[src/rtl/uart_cmd_sequencer.sv]
// Replays newline-terminated command strings from a synchronous ROM through a UART_TX byte
// handshake, optionally waiting for "OK\r\n" on the RX stream with timeout and bounded retries.
module uart_cmd_sequencer #(
  parameter int unsigned        N_CMDS       = 5,
  parameter int unsigned        MAX_LEN      = 64,
  parameter int unsigned        GAP_CLKS     = 32000,
  parameter int unsigned        TIMEOUT_CLKS = 1200000,
  parameter int unsigned        MAX_RETRY    = 3,
  parameter logic [N_CMDS-1:0]  WAIT_OK_MASK = 5'b01110,
  parameter bit                 REPEAT_LAST  = 1'b1,
  localparam int unsigned       CMD_W        = (N_CMDS > 1) ? $clog2(N_CMDS) : 1,
  localparam int unsigned       CHAR_W       = $clog2(MAX_LEN)
) (
  input  logic                    clk,
  input  logic                    rst,
  input  logic                    start,
  output logic [CMD_W+CHAR_W-1:0] rom_addr,
  input  logic [7:0]              rom_data,
  output logic                    tx_dv,
  output logic [7:0]              tx_byte,
  input  logic                    tx_active,
  input  logic                    tx_done,
  input  logic                    rx_dv,
  input  logic [7:0]              rx_byte,
  output logic                    busy,
  output logic                    done,
  output logic                    error,
  output logic [CMD_W-1:0]        cur_cmd
);

  localparam int unsigned GapW   = $clog2(GAP_CLKS + 1);
  localparam int unsigned ToW    = $clog2(TIMEOUT_CLKS + 1);
  localparam int unsigned RetryW = (MAX_RETRY > 0) ? $clog2(MAX_RETRY + 1) : 1;

  localparam logic [GapW-1:0]   GapLast  = GapW'(GAP_CLKS - 1);
  localparam logic [ToW-1:0]    ToLast   = ToW'(TIMEOUT_CLKS - 1);
  localparam logic [RetryW-1:0] RetryMax = RetryW'(MAX_RETRY);
  localparam logic [CMD_W-1:0]  CmdLast  = CMD_W'(N_CMDS - 1);
  localparam logic [CHAR_W-1:0] CharLast = CHAR_W'(MAX_LEN - 1);

  localparam logic [3:0] StIdle    = 4'd0;
  localparam logic [3:0] StGap     = 4'd1;
  localparam logic [3:0] StFetch   = 4'd2;
  localparam logic [3:0] StRomWait = 4'd3;
  localparam logic [3:0] StSend    = 4'd4;
  localparam logic [3:0] StWaitTx  = 4'd5;
  localparam logic [3:0] StWaitOk  = 4'd6;
  localparam logic [3:0] StNext    = 4'd7;
  localparam logic [3:0] StDone    = 4'd8;
  localparam logic [3:0] StError   = 4'd9;

  logic [3:0]        state_q, state_d;
  logic [CMD_W-1:0]  cmd_q, cmd_d;
  logic [CHAR_W-1:0] char_q, char_d;
  logic [GapW-1:0]   gap_q, gap_d;
  logic [ToW-1:0]    to_q, to_d;
  logic [RetryW-1:0] retry_q, retry_d;
  logic [2:0]        match_q, match_d;
  logic [7:0]        tx_byte_q, tx_byte_d;
  logic              tx_dv_q, tx_dv_d;
  logic              done_q, done_d;
  logic              error_q, error_d;
  logic              finish_cmd;
  logic [7:0]        ok_char;

  always_comb begin
    unique case (match_q)
      3'd0:    ok_char = "O";
      3'd1:    ok_char = "K";
      3'd2:    ok_char = 8'h0D;
      default: ok_char = 8'h0A;
    endcase
  end

  always_comb begin
    state_d    = state_q;
    cmd_d      = cmd_q;
    char_d     = char_q;
    gap_d      = gap_q;
    to_d       = to_q;
    retry_d    = retry_q;
    match_d    = match_q;
    tx_byte_d  = tx_byte_q;
    error_d    = error_q;
    tx_dv_d    = 1'b0;
    done_d     = 1'b0;
    finish_cmd = 1'b0;

    case (state_q)
      StIdle, StDone, StError: begin
        if (start) begin
          cmd_d   = '0;
          char_d  = '0;
          gap_d   = '0;
          retry_d = '0;
          error_d = 1'b0;
          state_d = StGap;
        end
      end
      StGap: begin
        if (gap_q == GapLast) begin
          char_d  = '0;
          state_d = StFetch;
        end else begin
          gap_d = gap_q + 1'b1;
        end
      end
      StFetch: state_d = StRomWait;
      StRomWait: begin
        // A NUL ends the command; at char 0 it marks an empty slot that is skipped outright.
        if (rom_data == 8'h00) begin
          if (char_q == '0) state_d = StNext;
          else              finish_cmd = 1'b1;
        end else begin
          tx_byte_d = rom_data;
          state_d   = StSend;
        end
      end
      StSend: begin
        if (!tx_active) begin
          tx_dv_d = 1'b1;
          state_d = StWaitTx;
        end
      end
      StWaitTx: begin
        if (tx_done) begin
          if (tx_byte_q == 8'h0A || char_q == CharLast) begin
            finish_cmd = 1'b1;
          end else begin
            char_d  = char_q + 1'b1;
            state_d = StFetch;
          end
        end
      end
      StWaitOk: begin
        // A completing match beats a timeout landing in the same cycle.
        if (rx_dv && rx_byte == ok_char && match_q == 3'd3) begin
          state_d = StNext;
        end else begin
          if (rx_dv) begin
            if (rx_byte == ok_char) match_d = match_q + 1'b1;
            else                    match_d = (rx_byte == "O") ? 3'd1 : 3'd0;
          end
          if (to_q == ToLast) begin
            if (retry_q < RetryMax) begin
              retry_d = retry_q + 1'b1;
              gap_d   = '0;
              char_d  = '0;
              state_d = StGap;
            end else begin
              error_d = 1'b1;
              state_d = StError;
            end
          end else begin
            to_d = to_q + 1'b1;
          end
        end
      end
      StNext: begin
        retry_d = '0;
        gap_d   = '0;
        char_d  = '0;
        if (cmd_q < CmdLast) begin
          cmd_d   = cmd_q + 1'b1;
          state_d = StGap;
        end else if (REPEAT_LAST) begin
          state_d = StGap;
        end else begin
          done_d  = 1'b1;
          state_d = StDone;
        end
      end
      default: state_d = StIdle;
    endcase

    if (finish_cmd) begin
      if (WAIT_OK_MASK[cmd_q]) begin
        to_d    = '0;
        match_d = '0;
        state_d = StWaitOk;
      end else begin
        state_d = StNext;
      end
    end
  end

  always_ff @(posedge clk) begin
    if (rst) begin
      state_q   <= StIdle;
      cmd_q     <= '0;
      char_q    <= '0;
      gap_q     <= '0;
      to_q      <= '0;
      retry_q   <= '0;
      match_q   <= '0;
      tx_byte_q <= '0;
      tx_dv_q   <= 1'b0;
      done_q    <= 1'b0;
      error_q   <= 1'b0;
    end else begin
      state_q   <= state_d;
      cmd_q     <= cmd_d;
      char_q    <= char_d;
      gap_q     <= gap_d;
      to_q      <= to_d;
      retry_q   <= retry_d;
      match_q   <= match_d;
      tx_byte_q <= tx_byte_d;
      tx_dv_q   <= tx_dv_d;
      done_q    <= done_d;
      error_q   <= error_d;
    end
  end

  assign rom_addr = {cmd_q, char_q};
  assign tx_dv    = tx_dv_q;
  assign tx_byte  = tx_byte_q;
  assign done     = done_q;
  assign error    = error_q;
  assign cur_cmd  = cmd_q;
  assign busy     = (state_q != StIdle) && (state_q != StDone) && (state_q != StError);

endmodule
[config.mk]
export PLATFORM = sky130hd
export DESIGN_NAME = uart_cmd_sequencer
export DESIGN_NICKNAME = d
export VERILOG_FILES = /design/src/rtl/uart_cmd_sequencer.sv
export SDC_FILE = /design/constraint.sdc
export NUM_CORES = 1
export LEC_CHECK = 0
export BUFFER_PORTS_ARGS = -buffer_cell sky130_fd_sc_hd__buf_2
export CAP_MARGIN = 10
export CELL_PAD_IN_SITES_DETAIL_PLACEMENT = 2
export CELL_PAD_IN_SITES_GLOBAL_PLACEMENT = 2
export CORE_MARGIN = 5
export CORE_UTILIZATION = 37
export CTS_CLUSTER_SIZE = 12
export DETAILED_ROUTE_END_ITERATION = 12
export PLACE_DENSITY = 0.84
export SLEW_MARGIN = 20
export SYNTH_ARGS = -nofsm -noshare
export SYNTH_HDL_FRONTEND = slang
export SYNTH_SLANG_ARGS = --single-unit
[constraint.sdc]
create_clock -name clk -period 6.3 [get_ports clk]
set_input_delay 0.945 -clock clk [delete_from_list [all_inputs] [get_ports clk]]
set_output_delay 0.945 -clock clk [all_outputs]
set_load 0.02 [all_outputs]
Word-level counts from Yosys, hierarchy flattened
Memories as Yosys holds them, arrays and structs flattened. A register that Yosys moved wholly into a read port is not among the register bits.
Index checks and enable logic that the tools add are counted.
W data, S select, Z words.
Storage, ports and cells
  memories kept: 1
  output and inout bits: 24
  bits of input ports: 22
  word-level logic and storage cells: 145
  register bits after elaboration: 64
  memory bits (read-only): 8
Memories
  (name not given): words 8, bits a word 1, rd ports 1, clocked after memory_dff 1, wr ports 0, line 177  | if (WAIT_OK_MASK[cmd_q]) begin
Cells by class
  reductions and logical operators: 24
  order comparisons: 3
  add/subtract/negate cells: 6
  multiplexer cells: 62
  bitwise operators: 2
  eq/ne operators: 37
Operators with widths (count)
  $mux W21: 5
  $mux W15: 5
  $pmux W15 S4: 1
  $mux W4: 11
  $mux W6: 7
  $pmux W4 S8: 1
  $mux W3: 10
  $pmux W6 S5: 1
  $add A21 B1 Y21 const B: 1
  $eq A21 B21 Y1 const B: 1
  $pmux W7 S3: 1
  $ne A2 B2 Y1 const B: 10
  $eq A4 B3 Y1 const B: 4
  $ne A4 B4 Y1 const B: 4
  $add A15 B1 Y15 const B: 1
  $eq A15 B15 Y1 const B: 1
  $ne A3 B3 Y1 const B: 5
  $mux W1: 12
  $reduce_and A5 Y1: 2
  $eq A4 B2 Y1 const B: 2
  $eq A4 B4 Y1 const B: 2
  $eq A8 B4 Y1 const B: 1
  $eq A8 B7 Y1 const B: 1
  $eq A8 B8 Y1: 1
  32 further kinds: 44

Depth between registers and ports, before layout
  word-level depth: 9
  depth in mapped cells: 10
  mapped depth without buffers: 8

Worst setup path before layout
OpenSTA, ideal clock, no wires.
  kind: input to register
  from: input port rx_byte[1]
  to: register state_q[0]
  required time: 6.179 ns
  path slack: 3.530 ns
  data arrival time: 2.649 ns
  stages on the path: 7
  path buffers: 1
  setup time: 0.121 ns
  cell sequence: or3b_2 -> a311oi_1 -> o221ai_2 -> buf_6 -> o211ai_4 -> and2b_1 -> mux2_2
On the way
  cells in the longest elaborated chain, start to end: 6
  elaborated cells on any way between the ends: 8
  those cells by class: eq/ne (2); mux (3); reduce/logical (3)
RTL lines
  start: declaration: line 24  | input logic [7:0] rx_byte,
  $eq A8 B8 Y1 *: line 137  | if (rx_dv && rx_byte == ok_char && match_q == 3'd3) begin
  $logic_and A1 B1 Y1 * (2 in a row): line 137
  $mux W4: line 137
  $pmux W4 S8: line 89  | case (state_q)
  $mux W4: line 176  | if (finish_cmd) begin
  end signal: assignment: line 189  | state_q <= StIdle;
  end signal: assignment: line 201  | state_q <= state_d;
  end: declaration: line 52  | logic [3:0] state_q, state_d;
Mark *: on every way between the ends. The rest lies on a longest branch, timed or not.
A chain may end at the register's enable or synchronous reset.

Worst setup path in the final report
  from: register match_q[0]
  to: register retry_q[0]
On the way
  cells in the longest elaborated chain, start to end: 7
  elaborated cells on any way between the ends: 10
  those cells by class: eq/ne (5); mux (1); reduce/logical (4)
RTL lines
  start: declaration: line 58  | logic [2:0] match_q, match_d;
  start signal: assignment: line 207  | match_q <= match_d;
  $eq A3 B2 Y1, or another cell as far along: line 67  | unique case (match_q)
  $pmux W7 S3: line 67
  $eq A8 B8 Y1: line 137
  $logic_and A1 B1 Y1: line 137
  $logic_and A1 B1 Y1 *: line 137
  $ne A2 B2 Y1 (no source line) *
  $reduce_and A5 Y1 (no source line) *
  end signal: assignment: line 206  | retry_q <= retry_d;
  end: declaration: line 57  | logic [RetryW-1:0] retry_q, retry_d;
Marks and branches as above.

==> flow_summary.html <==
<table>
<tr><th>Metric</th><th>Value</th></tr>
<tr><th colspan="2">Clock tree</th></tr>
<tr><td>Resized cells post-CTS</td><td>0</td></tr>
<tr><td>Max Root-Sink Buffers</td><td>2</td></tr>
<tr><td>Clock sink count</td><td>65</td></tr>
<tr><td>Reg clk slew, reported paths</td><td>70 ps</td></tr>
<tr><td>Setup fix buffers added after clock tree synthesis</td><td>0</td></tr>
<tr><td>Number of buffers created by CTS</td><td>9</td></tr>
<tr><td>Clock tree from TritonCTS</td><td>done</td></tr>
<tr><td># hold bufs at CTS</td><td>0</td></tr>
<tr><td>Clock insertion delay at the later pin of the skew report</td><td>350 ps</td></tr>
<tr><td>Depth of the CTS H-tree</td><td>3</td></tr>
<tr><td>Clk Tree Root Cell</td><td>clkbuf_8</td></tr>
<tr><th colspan="2">Setup path</th></tr>
<tr><td>Critical path capture point type</td><td>flop</td></tr>
<tr><td>Highest-delay cell along the critical path</td><td>o221ai_2</td></tr>
<tr><td>Crit Reg-Reg Endpoint</td><td>retry_q[0]$_SDFFE_PP0P_</td></tr>
<tr><td>Data required, critical path</td><td>6500 ps</td></tr>
<tr><td>Startpoint-to-endpoint class of the critical path</td><td>flop to flop</td></tr>
<tr><td>Maximum single-stage delay on the critical path</td><td>810 ps</td></tr>
<tr><td>Launch instance of the worst register-to-register path</td><td>match_q[0]$_SDFF_PP0_</td></tr>
<tr><td>Count of cells along the worst register-to-register path</td><td>8</td></tr>
<tr><td>Most numerous cell on the critical path</td><td>o221ai_2</td></tr>
<tr><td>Maximum fanout along the worst path</td><td>22</td></tr>
<tr><td>Series of cell instances along the critical path</td><td>inv_1, ha_1, o311a_1, o221ai_2, o221ai_2, buf_4, o21bai_1, mux2i_1</td></tr>
<tr><td>Data arrival time at the worst-slack endpoint</td><td>3470 ps</td></tr>
<tr><td>Kind of launch point of the worst setup path</td><td>flop</td></tr>
<tr><td>Register-to-register setup slack</td><td>3030 ps</td></tr>
<tr><th colspan="2">Finish</th></tr>
<tr><td>Post-layout net count</td><td>518</td></tr>
<tr><td>Synthesis-to-layout area growth</td><td>12.9%</td></tr>
<tr><td>Ratio of cells with drive above 1 in the final layout</td><td>0.157</td></tr>
<tr><td>Final cell utilization of the core</td><td>0.427</td></tr>
<tr><td>Diode insertion count for antenna repair</td><td>0</td></tr>
<tr><td>Cell area after layout</td><td>4160 um2</td></tr>
<tr><th colspan="2">Routing</th></tr>
<tr><td>Met3 wire len</td><td>315 um</td></tr>
<tr><td>Post-detailed-route wirelength per cell</td><td>18.7 um</td></tr>
<tr><td>Per-cell via count in the routed design</td><td>5.79</td></tr>
<tr><td>Drc violations</td><td>0</td></tr>
<tr><td>Final wirelength</td><td>11700 um</td></tr>
<tr><td>Topmost layer with routed signal wires</td><td>met4</td></tr>
<tr><td>Metal-1 WL</td><td>5270 um</td></tr>
<tr><td>Starting DRC count in detailed routing</td><td>149</td></tr>
<tr><td>Routed via count</td><td>3600</td></tr>
<tr><td>Count of nets left with antenna violations after detail routing</td><td>0</td></tr>
<tr><td>Routed wire length on met2</td><td>5870 um</td></tr>
<tr><td>Number of iterations in the first detailed-routing pass</td><td>4</td></tr>
<tr><th colspan="2">STA</th></tr>
<tr><td>Minimum period implied by the final worst setup slack</td><td>3270 ps</td></tr>
<tr><td>RSZ-0062 raised after global routing</td><td>no</td></tr>
<tr><td>Worst max-slew margin expressed relative to the limit</td><td>0.304</td></tr>
<tr><td>Number of slew-limit violations in the final report</td><td>0</td></tr>
<tr><td>Setup-violating endpoint count in the final report</td><td>0</td></tr>
<tr><td>Final setup TNS</td><td>0 ps</td></tr>
<tr><td>Timing-limited maximum frequency</td><td>306 MHz</td></tr>
<tr><td>Slew at the pin closest to its max-slew limit</td><td>1040 ps</td></tr>
<tr><td>Final period util</td><td>0.519</td></tr>
<tr><td>Skew final</td><td>11.2 ps</td></tr>
<tr><td>Final hold violations</td><td>0</td></tr>
<tr><td>Worst hold slack across all endpoints</td><td>484 ps</td></tr>
<tr><th colspan="2">Power and ir drop</th></tr>
<tr><td>Part of the power in registers</td><td>0.407</td></tr>
<tr><td>Switching Share</td><td>0.356</td></tr>
<tr><td>Pwr/cell area</td><td>271 nW/um2</td></tr>
<tr><td>Leakage power</td><td>1.51 nW</td></tr>
<tr><td>Fraction of power consumed by combinational cells</td><td>0.271</td></tr>
<tr><td>Tot Pwr</td><td>1.13 mW</td></tr>
<tr><td>Internal power of the cells</td><td>725 uW</td></tr>
<tr><td>Fraction of power consumed by the clock network</td><td>0.322</td></tr>
<tr><td>Net Switching</td><td>401 uW</td></tr>
<tr><td>Worst supply voltage drop on vdd</td><td>0.0991 mV</td></tr>
<tr><th colspan="2">Worst hold path</th></tr>
<tr><td>Class of the tightest hold or removal check</td><td>flop to flop</td></tr>
<tr><td>Min-Delay Path Depth</td><td>2</td></tr>
<tr><td>Worst Min Path Start</td><td>tx_byte[5]$_SDFFE_PP0P_</td></tr>
<tr><td>Endpoint of the worst hold-timing path</td><td>tx_byte[5]$_SDFFE_PP0P_</td></tr>
<tr><th colspan="2">GRT</th></tr>
<tr><td>Number of global-route vias before repair</td><td>3943</td></tr>
<tr><td>Total global routing overflow</td><td>0</td></tr>
<tr><td>Number of antenna violations at the first check in global routing</td><td>0</td></tr>
<tr><td>Wire length of the first global-routing pass</td><td>19600 um</td></tr>
<tr><td>Maximum number of pins on one net before global-route repair</td><td>37</td></tr>
<tr><td>Total track usage</td><td>0.205</td></tr>
<tr><th colspan="2">Floorplan</th></tr>
<tr><td>Die ar.</td><td>12000 um2</td></tr>
<tr><td># IOs</td><td>46</td></tr>
<tr><td>Row count</td><td>36</td></tr>
<tr><td>Starting density of the core</td><td>0.378</td></tr>
<tr><td>Die W</td><td>110 um</td></tr>
<tr><td>DIE HEIGHT</td><td>110 um</td></tr>
<tr><td>Placeable Area</td><td>9730 um2</td></tr>
<tr><th colspan="2">Logic synthesis</th></tr>
<tr><td>Post-Synthesis Net Count</td><td>483</td></tr>
<tr><td>Number of synthesized flops with an enable pin</td><td>0</td></tr>
<tr><td>Sequential element share of the synthesized area</td><td>0.353</td></tr>
<tr><td>Ys Warns</td><td>0</td></tr>
<tr><td>Count of mapped cells out of synthesis</td><td>450</td></tr>
<tr><td>Cell area after technology mapping</td><td>3680 um2</td></tr>
<tr><td>Dominant register cell in the synthesized netlist</td><td>dfxtp_1</td></tr>
<tr><td>Mean instance size in the synthesized netlist</td><td>8.18 um2</td></tr>
<tr><td>Post-synthesis sequential element count</td><td>65</td></tr>
<tr><td>Distinct cell type count of the synthesized netlist</td><td>67</td></tr>
<tr><td>Ys async rst share</td><td>0</td></tr>
<tr><th colspan="2">Job</th></tr>
<tr><td>Max-capacitance violation count</td><td>0</td></tr>
<tr><th colspan="2">Placed design</th></tr>
<tr><td>DPL Wire Length</td><td>7950 um</td></tr>
<tr><td>Port Buffers</td><td>44</td></tr>
<tr><td>Gp weighted congestion</td><td>0.829</td></tr>
<tr><td>Instance area at placement</td><td>3960 um2</td></tr>
<tr><th colspan="2">Outcome</th></tr>
<tr><td>Result of the run</td><td>completed</td></tr>
</table>
[layout by cell type (no fill, tap or decap), types with 11 or more instances in the layout]
master,count
nor3_1,11
a21oi_1,36
buf_2,44
xor2_1,11
ha_1,11
nor2_1,49
or3_1,11
o21ai_0,21
nand3_1,14
clkbuf_8,11
dfxtp_1,65
inv_1,15
nand2_1,44
[worst max-delay path, delay by kind of cell (launching register included)]
| kind | cells | cell delay [ps] |
|---|---|---|
| flip-flops | 1 | 420 |
| multiplexers | 1 | 170 |
| AO/OA/AOI/OAI | 4 | 1900 |
| adder cells (fa/ha/maj) | 1 | 270 |
| buffers and inverters | 2 | 350 |
[cell families (layout without fill, tap and decap cells)]
kind of cell	Yosys count	in the layout	share of synthesized area
xor gates and xnor gates	11	11	0.0262
muxes	5	5	0.0143
DFF	65	65	0.353
and+or+nand+nor	193	193	0.280
other	1	1	0.00102
AOI/OAI and AO/OA	125	125	0.236
adders and majority gates	11	11	0.0374
buffers and inverters	39	78	0.0520
[state kept, by name (all words and copies together) (netlist names), 2 cells and up, named ones only]
name and flops:
gap_q 15, match_q 3, tx_byte 8, cur_cmd 3, char_q 6, state_q 4
retry_q 2, to_q 21
[cells in the mapped netlist (2+ instances only)]
cell,count,area share
a211o_1,2,0.0048
a211oi_1,2,0.0041
a21o_1,2,0.0041
a21oi_1,36,0.049
a22oi_1,5,0.010
a311oi_1,6,0.014
a31oi_1,4,0.0068
a32oi_1,2,0.0048
a41oi_1,2,0.0048
and2_1,6,0.010
and3_1,7,0.012
and4_1,6,0.014
buf_2,3,0.0041
buf_4,5,0.010
buf_6,3,0.0092
clkbuf_1,12,0.012
dfxtp_1,65,0.35
ha_1,11,0.037
inv_1,15,0.015
mux2_2,2,0.0061
mux2i_1,3,0.0082
nand2_1,44,0.045
nand2b_1,6,0.010
nand3_1,14,0.019
nand3b_1,2,0.0041
nand4_1,5,0.0085
nor2_1,49,0.050
nor2b_1,4,0.0068
nor3_1,11,0.015
nor4_1,2,0.0034
nor4b_1,3,0.0071
nor4bb_1,2,0.0054
o2111ai_1,9,0.021
o211ai_1,3,0.0061
o21ai_0,21,0.029
o21bai_1,4,0.0082
o221ai_2,2,0.0082
o22ai_1,3,0.0051
o31ai_1,10,0.020
or3_1,11,0.019
or4_1,10,0.020
xor2_1,11,0.026
[power groups by stage]
stage                     registers, mW  clock network, mW  logic (mW)
final                             0.459              0.363       0.305
after global routing              0.462              0.393       0.335
after CTS                         0.458              0.375       0.305
after detailed placement          0.467                  0       0.298
after global placement            0.465                  0       0.285
after floorplan                   0.452                  0       0.223
[per-stage QoR]
stage	cells	setup WS (ps)
floorplan	450	3530
detailed placement	607	2730
global placement	607	2880
finish	622	3030
CTS	622	3010
global route	622	2700
[worst max path at each step]
| stage | start | depth (start not counted) | to | slack (ps) |
|---|---|---|---|---|
| finish | match_q[0]$_SDFF_PP0_ | 8 | retry_q[0]$_SDFFE_PP0P_ | 3030 |
| global route | match_q[1]$_SDFF_PP0_ | 9 | retry_q[0]$_SDFFE_PP0P_ | 2700 |
| CTS | match_q[1]$_SDFF_PP0_ | 9 | retry_q[0]$_SDFFE_PP0P_ | 3010 |
| detailed placement | rx_byte[1] | 7 | state_q[0]$_SDFFE_PP0P_ | 2730 |
| global placement | rx_byte[1] | 7 | state_q[0]$_SDFFE_PP0P_ | 2880 |
| floorplan | rx_byte[1] | 7 | state_q[0]$_SDFFE_PP0P_ | 3530 |
[final cells by class]
type	count	area (um2)
repair buffers	48	250
fillers	1159	5570
multi-input cells	346	2190
flip-flops and latches	65	1300
clock buffers	12	155
clock inverters	3	40.0
well taps	133	166
inverters	15	56.3
[layer usage]
layer  up-vias  GRT usage
li1       1733          -
met1      1796      0.250
met2        56      0.361
met3        15     0.0346
met4         0     0.0757
met5         -          0
Note: power is estimated with default switching activity, not from simulation.
